File: config.mk
export PLATFORM = sky130hd
export DESIGN_NAME = rom_image_loader_flat
export DESIGN_NICKNAME = d
export VERILOG_FILES = /design/src/rtl/rom_image_loader_if.sv /design/src/rtl/rom_image_loader.sv /design/src/flat_wrapper.sv
export SDC_FILE = /design/constraint.sdc
export NUM_CORES = 1
export LEC_CHECK = 0
export ABC_AREA = 1
export BUFFER_PORTS_ARGS = -buffer_cell sky130_fd_sc_hd__buf_2
export CAP_MARGIN = 40
export CELL_PAD_IN_SITES_DETAIL_PLACEMENT = 0
export CELL_PAD_IN_SITES_GLOBAL_PLACEMENT = 1
export CORE_UTILIZATION = 25
export CTS_CLUSTER_DIAMETER = 120
export DETAILED_ROUTE_END_ITERATION = 6
export PLACE_DENSITY = 0.49
export SETUP_SLACK_MARGIN = 0.3
export SLEW_MARGIN = 20
export SYNTH_ARGS = -nofsm -noshare
export SYNTH_HDL_FRONTEND = slang
export SYNTH_SLANG_ARGS = --single-unit
File: constraint.sdc
create_clock -name clk -period 1.9 [get_ports clk]
set_input_delay 0.38 -clock clk [delete_from_list [all_inputs] [get_ports clk]]
set_output_delay 0.38 -clock clk [all_outputs]
set_load 0.01 [all_outputs]
File: src/rtl/rom_image_loader_if.sv
// rom_image_loader_if: byte-stream input and ROM BRAM write-port bundle.
//   din[7:0]          stream byte (source -> loader)
//   din_valid         din holds a valid byte (source -> loader)
//   din_ready         loader accepts din this cycle (loader -> source)
//   mem_we            BRAM write enable, one cycle per byte (loader -> BRAM)
//   mem_a[ADDR_W-1:0] BRAM write address (loader -> BRAM)
//   mem_d[7:0]        BRAM write data (loader -> BRAM)
// master: source/BRAM side; slave: the loader.
interface rom_image_loader_if #(parameter int ADDR_W = 15);
    logic [7:0]        din;
    logic              din_valid;
    logic              din_ready;
    logic              mem_we;
    logic [ADDR_W-1:0] mem_a;
    logic [7:0]        mem_d;
    modport master (output din, din_valid, input din_ready, mem_we, mem_a, mem_d);
    modport slave  (input din, din_valid, output din_ready, mem_we, mem_a, mem_d);
endinterface

File: src/rtl/rom_image_loader.sv
// rom_image_loader: copies a byte stream into the ROM BRAM and holds the Z80 in reset until done.
//   clk        system clock
//   rst_n      asynchronous active-low reset
//   start      single-cycle pulse, (re)load from address 0 (ignored while loading)
//   bus        stream input and BRAM write port (rom_image_loader_if.slave)
//   busy       load in progress
//   done       image fully written, sticky until next load or reset
//   checksum   modulo-256 sum of bytes accepted in the current load
//   cpu_rst_n  Z80 reset, low until done
module rom_image_loader #(
    parameter int ADDR_W     = 15,
    parameter int IMG_SIZE   = 32768,
    parameter bit AUTO_START = 1'b1
) (
    input  logic              clk,
    input  logic              rst_n,
    input  logic              start,
    rom_image_loader_if.slave bus,
    output logic              busy,
    output logic              done,
    output logic [7:0]        checksum,
    output logic              cpu_rst_n
);
    typedef enum logic [1:0] {IDLE, LOAD, FLUSH, DONE} state_t;
    localparam logic [ADDR_W-1:0] LAST = ADDR_W'(IMG_SIZE - 1);
    state_t            state, state_nx;
    logic [ADDR_W-1:0] cnt;
    logic              hs, enter, ready_nx, busy_nx, done_nx;
    // din_ready is only ever high in LOAD, so a handshake implies LOAD
    assign hs    = bus.din_valid & bus.din_ready;
    assign enter = (state_nx == LOAD) && (state != LOAD);
    always_ff @(posedge clk or negedge rst_n) begin
        if (!rst_n) begin
            state         <= IDLE;
            bus.din_ready <= 1'b0;
            busy          <= 1'b0;
            done          <= 1'b0;
            cpu_rst_n     <= 1'b0;
        end else begin
            state         <= state_nx;
            bus.din_ready <= ready_nx;
            busy          <= busy_nx;
            done          <= done_nx;
            cpu_rst_n     <= done_nx;
        end
    end
    // IDLE is only reachable through reset, so with AUTO_START it always launches a load
    always_comb begin
        state_nx = state == IDLE  ? ((start || AUTO_START) ? LOAD : IDLE) :
                   state == LOAD  ? ((hs && cnt == LAST) ? FLUSH : LOAD) :
                   state == FLUSH ? DONE :
                                    (start ? LOAD : DONE);
    end
    // status outputs are registered copies of the upcoming state
    always_comb begin
        ready_nx = state_nx == LOAD;
        busy_nx  = state_nx == LOAD || state_nx == FLUSH;
        done_nx  = state_nx == DONE;
    end
    always_ff @(posedge clk or negedge rst_n) begin
        if (!rst_n) begin
            cnt        <= '0;
            bus.mem_we <= 1'b0;
            bus.mem_a  <= '0;
            bus.mem_d  <= 8'h00;
            checksum   <= 8'h00;
        end else begin
            bus.mem_we <= hs;
            if (enter) begin
                cnt       <= '0;
                bus.mem_a <= '0;
                checksum  <= 8'h00;
            end else if (hs) begin
                cnt       <= cnt + 1'b1;
                bus.mem_a <= cnt;
                bus.mem_d <= bus.din;
                checksum  <= checksum + bus.din;
            end
        end
    end
endmodule

File: src/flat_wrapper.sv
// flat-port wrapper written by rule: the top's interface ports become plain ports
module rom_image_loader_flat 
#(
    parameter int ADDR_W     = 15,
    parameter int IMG_SIZE   = 32768,
    parameter bit AUTO_START = 1'b1
)
  (clk, rst_n, start, busy, done, checksum, cpu_rst_n, bus_din, bus_din_valid, bus_din_ready, bus_mem_we, bus_mem_a, bus_mem_d);
  rom_image_loader_if #(.ADDR_W(ADDR_W)) bus_i ();
  input  logic clk;
  input  logic rst_n;
  input  logic start;
  output logic busy;
  output logic done;
  output logic [7:0] checksum;
  output logic cpu_rst_n;
  input wire logic [$bits(bus_i.din)-1:0] bus_din;
  input wire logic [$bits(bus_i.din_valid)-1:0] bus_din_valid;
  output wire logic [$bits(bus_i.din_ready)-1:0] bus_din_ready;
  output wire logic [$bits(bus_i.mem_we)-1:0] bus_mem_we;
  output wire logic [$bits(bus_i.mem_a)-1:0] bus_mem_a;
  output wire logic [$bits(bus_i.mem_d)-1:0] bus_mem_d;
  assign bus_i.din = bus_din;
  assign bus_i.din_valid = bus_din_valid;
  assign bus_din_ready = bus_i.din_ready;
  assign bus_mem_we = bus_i.mem_we;
  assign bus_mem_a = bus_i.mem_a;
  assign bus_mem_d = bus_i.mem_d;
  rom_image_loader #(.ADDR_W(ADDR_W), .IMG_SIZE(IMG_SIZE), .AUTO_START(AUTO_START)) u_core (.clk(clk), .rst_n(rst_n), .start(start), .bus(bus_i), .busy(busy), .done(done), .checksum(checksum), .cpu_rst_n(cpu_rst_n));
endmodule
; ---- Yosys cells after proc, flatten, opt, wreduce, memory -nomap -nowiden
; Index checks and enable logic that the tools add are counted.
[classes]
n_eq_ne = 7
bitwise_logic = 2
n_reduce_logical = 6
addsub = 2
magnitude_cmp = 0
muxes = 11
shift = 0
div = 0
multipliers = 0
[op_table]
columns = operator, count
row1 = 15-bit two-way mux, 4
row2 = 8-bit two-way mux, 2
row3 = "15-bit by 1-bit adder with 15-bit output, second input constant", 1
row4 = "15-bit == test, second input constant", 1
row5 = 2-bit two-way mux, 5
row6 = 8-bit adder, 1
row7 = "2-bit == test, second input constant", 3
row8 = "2-bit by 1-bit == test with 1-bit output, second input constant", 2
row9 = 1-bit logical AND, 2
row10 = 2-bit zero test, 1
row11 = "2-bit by 1-bit inequality test with 1-bit output, second input constant", 1
row12 = 2-bit AND reduction, 1
row13 = 2-bit nonzero test, 1
row14 = 1-bit AND, 1
row15 = 1-bit logical OR, 1
row16 = 1-bit inverter, 1
[totals]
register_bits = 52
word_cells = 37
mem_bits_ro = 0
latchBits = 0
mem_bits_rw = 0
mem_count = 0

; ---- Longest topological paths before layout
[depth]
word_depth = 9
depth_mapped = 10
depth_no_buf = 10

; ---- Least setup slack after synthesis
; OpenSTA, ideal clock, no wires.
[synth_timing]
path_type = flip-flop to flip-flop
from = register u_core.cnt[0]
to = register u_core.busy
path_buffers = 0
t_required_ns = 1.787
arrival_time_ns = 1.453
path_stages_with_launch = 11
path_slack_ns = 0.334
cell_sequence = dfrtp_1 -> ha_1 -> nand2_1 -> nor2_2 -> nand2_2 -> nor2_4 -> nand3_2 -> nand2_1 -> nand2_2 -> ha_1 -> inv_1
[synth_via]
elab_chain_cells = 7
[synth_rtl]
columns = item, line_no
row1 = from (decl), rom_image_loader.sv:27  ; logic [ADDR_W-1:0] cnt;
row2 = from (signal assigned), rom_image_loader.sv:74  ; cnt <= cnt + 1'b1;
row3 = 15-bit == test *, rom_image_loader.sv:50  ; state == LOAD ? ((hs && cnt == LAST) ? FLUSH : LOAD) :
row4 = 1-bit logical AND *, rom_image_loader.sv:50
row5 = 2-bit two-way mux * (2 in a row), rom_image_loader.sv:50
row6 = 2-bit two-way mux *, rom_image_loader.sv:49  ; state_nx = state == IDLE ? ((start || AUTO_START) ? LOAD : IDLE) :
row7 = named net u_core.state_nx[0], rom_image_loader.sv:26  ; state_t state, state_nx;
row8 = 2-bit by 1-bit == test with 1-bit output / 2-bit == test (equally long branches), rom_image_loader.sv:57  ; busy_nx = state_nx == LOAD || state_nx == FLUSH;
row9 = 1-bit logical OR *, rom_image_loader.sv:57
row10 = named net u_core.busy_nx, rom_image_loader.sv:28  ; logic hs, enter, ready_nx, busy_nx, done_nx;
row11 = to (signal assigned), rom_image_loader.sv:42  ; busy <= busy_nx;
row12 = to (decl), rom_image_loader.sv:19  ; output logic busy,
; The timed path passes the listed nets; every way through them passes the cells marked *.
; A chain may end at the register's enable or synchronous reset.

; ---- Worst setup path in the final report
[layout_timing]
from = register u_core.cnt[0]
to = register u_core.busy
[layout_via]
elab_chain_cells = 7
[layout_rtl]
columns = item, line_no
row1 = 15-bit == test *, rom_image_loader.sv:50
row2 = 1-bit logical AND *, rom_image_loader.sv:50
row3 = 2-bit two-way mux * (2 in a row), rom_image_loader.sv:50
row4 = 2-bit two-way mux *, rom_image_loader.sv:49
row5 = 2-bit by 1-bit == test with 1-bit output / 2-bit == test (equally long branches), rom_image_loader.sv:57
row6 = 1-bit logical OR *, rom_image_loader.sv:57
row7 = named net u_core.busy_nx, rom_image_loader.sv:28
; Marks and branches as above.

==> implementation parameters <==
Parameter                              Value

Run status
  Status ... finished clean

Worst setup path
  Length in cells of the worst reg-to-reg path ... 9
  Critical path data arrival time ... 1.84 ns
  CP endpoint kind ... flop
  Worst-path maximum fanout ... 3
  Required @ worst endpoint ... 2.12 ns
  Type of origin of the critical path ... flop
  Crit Path Category ... flop to flop

Clocking
  Clock net sink count ... 52
  Clock root cell ... clkbuf_8
  CTS HTree Levels ... 2
  Clock insertion delay at the later pin of the skew report ... 0.31 ns
  Total CTS buffers ... 5
  Clk slew on worst S/H paths ... 0.10 ns
  Hold-fix buffers, CTS ... 0
  Clk buf depth ... 2
  TritonCTS clock tree ... yes

Placed design
  Detailed placement HPWL ... 4740 um
  Placer Congestion ... 0.739
  Area of placed instances ... 3140 um2
  Number of input and output port buffers inserted ... 47

Yosys
  Mapped Area ... 2720 um2
  Number of synthesized register bits ... 52
  Number of distinct standard cells referenced by the synthesized netlist ... 29
  Leading cell types by total area after synthesis ... dfrtp_1, nand2_1, o21ai_2
  Area share of the largest cell type after synthesis ... 47.8%
  Syn Nets ... 336
  Leading register cell type out of synthesis ... dfrtp_1
  Mapped Avg Cell Area ... 8.67 um2
  Number of synthesized flops with an enable pin ... 0
  Library cell with the largest summed area after synthesis ... dfrtp_1
  Fraction of the yosys area taken by sequential cells ... 47.8%
  Warnings from Yosys ... 0
  Share of async-settable or async-resettable flops after synthesis ... 100%
  Synthesized instance count ... 314

Die
  Row cnt ... 37
  I/O pin total ... 48
  Height of the die ... 106 um
  Starting density of the core ... 26.0%
  X dimension of the die ... 106 um
  Die footprint ... 11300 um2
  Area of the core ... 10500 um2

STA
  Unrepaired setup endpoints after global routing ... yes
  Count of endpoints failing hold in the final timing report ... 0
  WHS ... 0.0505 ns
  Shortest clock period the worst path allows after layout ... 1.61 ns
  Finish-stage setup viols ... 0
  Worst setup skew after layout ... 0.0104 ns
  Share of the clock period used by the worst path after layout ... 85.0%
  Final setup TNS ... 0 ns
  Worst Max-Slew Pin Slew ... 0.287 ns
  Final count of pins violating max slew ... 0
  Highest achievable clock rate ... 620 MHz
  Worst rel slew slack ... 80.7%

Layout
  Fraction of layout cells with a size suffix above 1 ... 30.9%
  Commonest non-fill, non-tap cells in the layout ... nand2_1, dfrtp_1, buf_2
  Most frequent standard cell in the layout excluding fill and tap cells ... nand2_1
  Antenna diode instance count ... 0
  NumNets Final ... 396
  Final std cell area, no fill ... 3310 um2
  Fillers ... 1151
  Area growth, synth to finish ... 21.6%

Job
  Max-cap check violation count ... 0

Drt
  Post-route DRC ... 0
  Via count ... 2201
  DRC violation total after the first TritonRoute iteration ... 78
  Ratio of routed vias to standard cells ... 4.31
  Remaining number of nets flagged by the antenna check after routing ... 0
  Wire length reported by the detailed router ... 6790 um
  Routed WL per cell ... 13.3 um
  Number of detailed-routing iterations run before antenna repair ... 4

Global routing
  Remaining Overflow, GRT ... 0
  Pin count of the biggest net entering global routing ... 53
  Via count of the first global-routing pass ... 2219
  Global Route Usage Sum ... 12.8%
  Antenna violations before repair ... 0
  Wire length of the first global-routing pass ... 11200 um

Power
  Sequential group share of total power ... 43.7%
  Cell Pwr Density ... 1020 nW/um2
  Net load switching power ... 0.00127 W
  Part of the power in the clock network ... 20.4%
  Power after layout ... 0.00339 W
  Total internal power ... 0.00211 W
  Share of power burned in combinational logic ... 35.9%
  Maximum vdd ir drop ... 0.000314 V
  Leak Pwr ... 1.68 nW
  Switching portion of total power ... 37.5%

Hold path
  Type of the most critical hold path ... primary input to async pin
through the flow:
step / utilization, % / instances / setup slack [ns]
6_report: 31.7 / 511 / 0.286
5_1_grt: 31.7 / 511 / 0.189
4_1_cts: 31.0 / 507 / 0.299
3_5_place_dp: 30.0 / 497 / 0.202
3_3_place_gp: 30.0 / 497 / 0.207
2_1_floorplan: - / 314 / 0.334
kinds of logic after synthesis:
family | Yosys count | synth area share [%]
XOR/XNOR | 8 | 2.57
AO/OA/AOI/OAI | 30 | 7.99
adder cells (fa/ha/maj) | 10 | 4.87
AND/OR/NAND/NOR | 169 | 29.2
flip-flops | 52 | 47.8
buffers and inverters | 45 | 7.58
routing by layer:
layer	vias up	GRT usage [%]	part of all wire, %
met5	-	0	0
met3	6	2.02	2.5
met4	0	3.87	1.3
met1	1048	17.7	49
li1	1116	-	-
met2	31	20.4	47
repair_timing:
action / CTS / global route
buffers inserted: 2 / 4
cloned: 0 / 0
setup endpoints to repair: 2 / 7
pin swaps: 0 / 7
resized for setup: 1 / 10
flip-flops by register name, summed over array words and instances (netlist names):
| name | cells |
|---|---|
| u_core.bus.mem_d | 8 |
| u_core.checksum | 8 |
| u_core.bus.mem_we | 1 |
| u_core.bus.mem_a | 15 |
| u_core.state | 2 |
| u_core.cnt | 15 |
| u_core.busy | 1 |
| u_core.bus.din_ready | 1 |
| u_core.done | 1 |
path summary, 6_finish.rpt:
kind | slack [ns] | endpoint | startpoint
min | 0.05 | u_core.checksum[5] | rst_n
max | 0.29 | u_core.busy | u_core.cnt[0]
max in group asynchronous | 1.58 | u_core.cnt[6] | rst_n
min in group clk | 0.26 | u_core.done | start
min reg2reg | 0.47 | u_core.bus.mem_d[5] | u_core.bus.mem_d[5]
max reg2reg | 0.29 | u_core.busy | u_core.cnt[0]
power by group through the flow:
stage | Sequential (W) | Clock [W] | Combinational [W]
floorplan | 0.00155 | 0 | 0.000736
global placement | 0.00150 | 0 | 0.00119
detailed placement | 0.00151 | 0 | 0.00120
CTS | 0.00148 | 0.000719 | 0.00123
global route | 0.00151 | 0.000760 | 0.00137
finish | 0.00148 | 0.000690 | 0.00122
critical path, cell delays in order (launching register included):
cell     delay (ns)
dfrtp_1        0.38
ha_2           0.20
nand2_2        0.08
nor2_2         0.10
nand2_2        0.07
nor2_4         0.14
buf_4          0.12
nand3_1        0.12
ha_4           0.29
inv_2          0.02
synth_stat cells (4+ instances only):
cell type,count
nand2_1,101
dfrtp_1,52
inv_1,32
nand3_1,21
nor2_1,16
o21ai_2,15
ha_1,9
nand4_1,8
o21ai_0,6
a21oi_1,5
inv_2,5
nand2_2,5
nor3_1,4
xnor2_1,4
xor2_1,4
cell type report:
cell class                      instances  area, um2  share of cell area (%)
Tap cell                              136        170                    5.14
Inverter                               38        148                    4.46
Clock inverter                          1       7.51                   0.227
Clock buffer                            7       86.3                    2.61
Sequential cell                        52       1300                    39.3
Timing Repair Buffer                   60        345                    10.4
Multi-Input combinational cell        217       1250                    37.8
No activity file was read; power rests on OpenSTA's default activity.
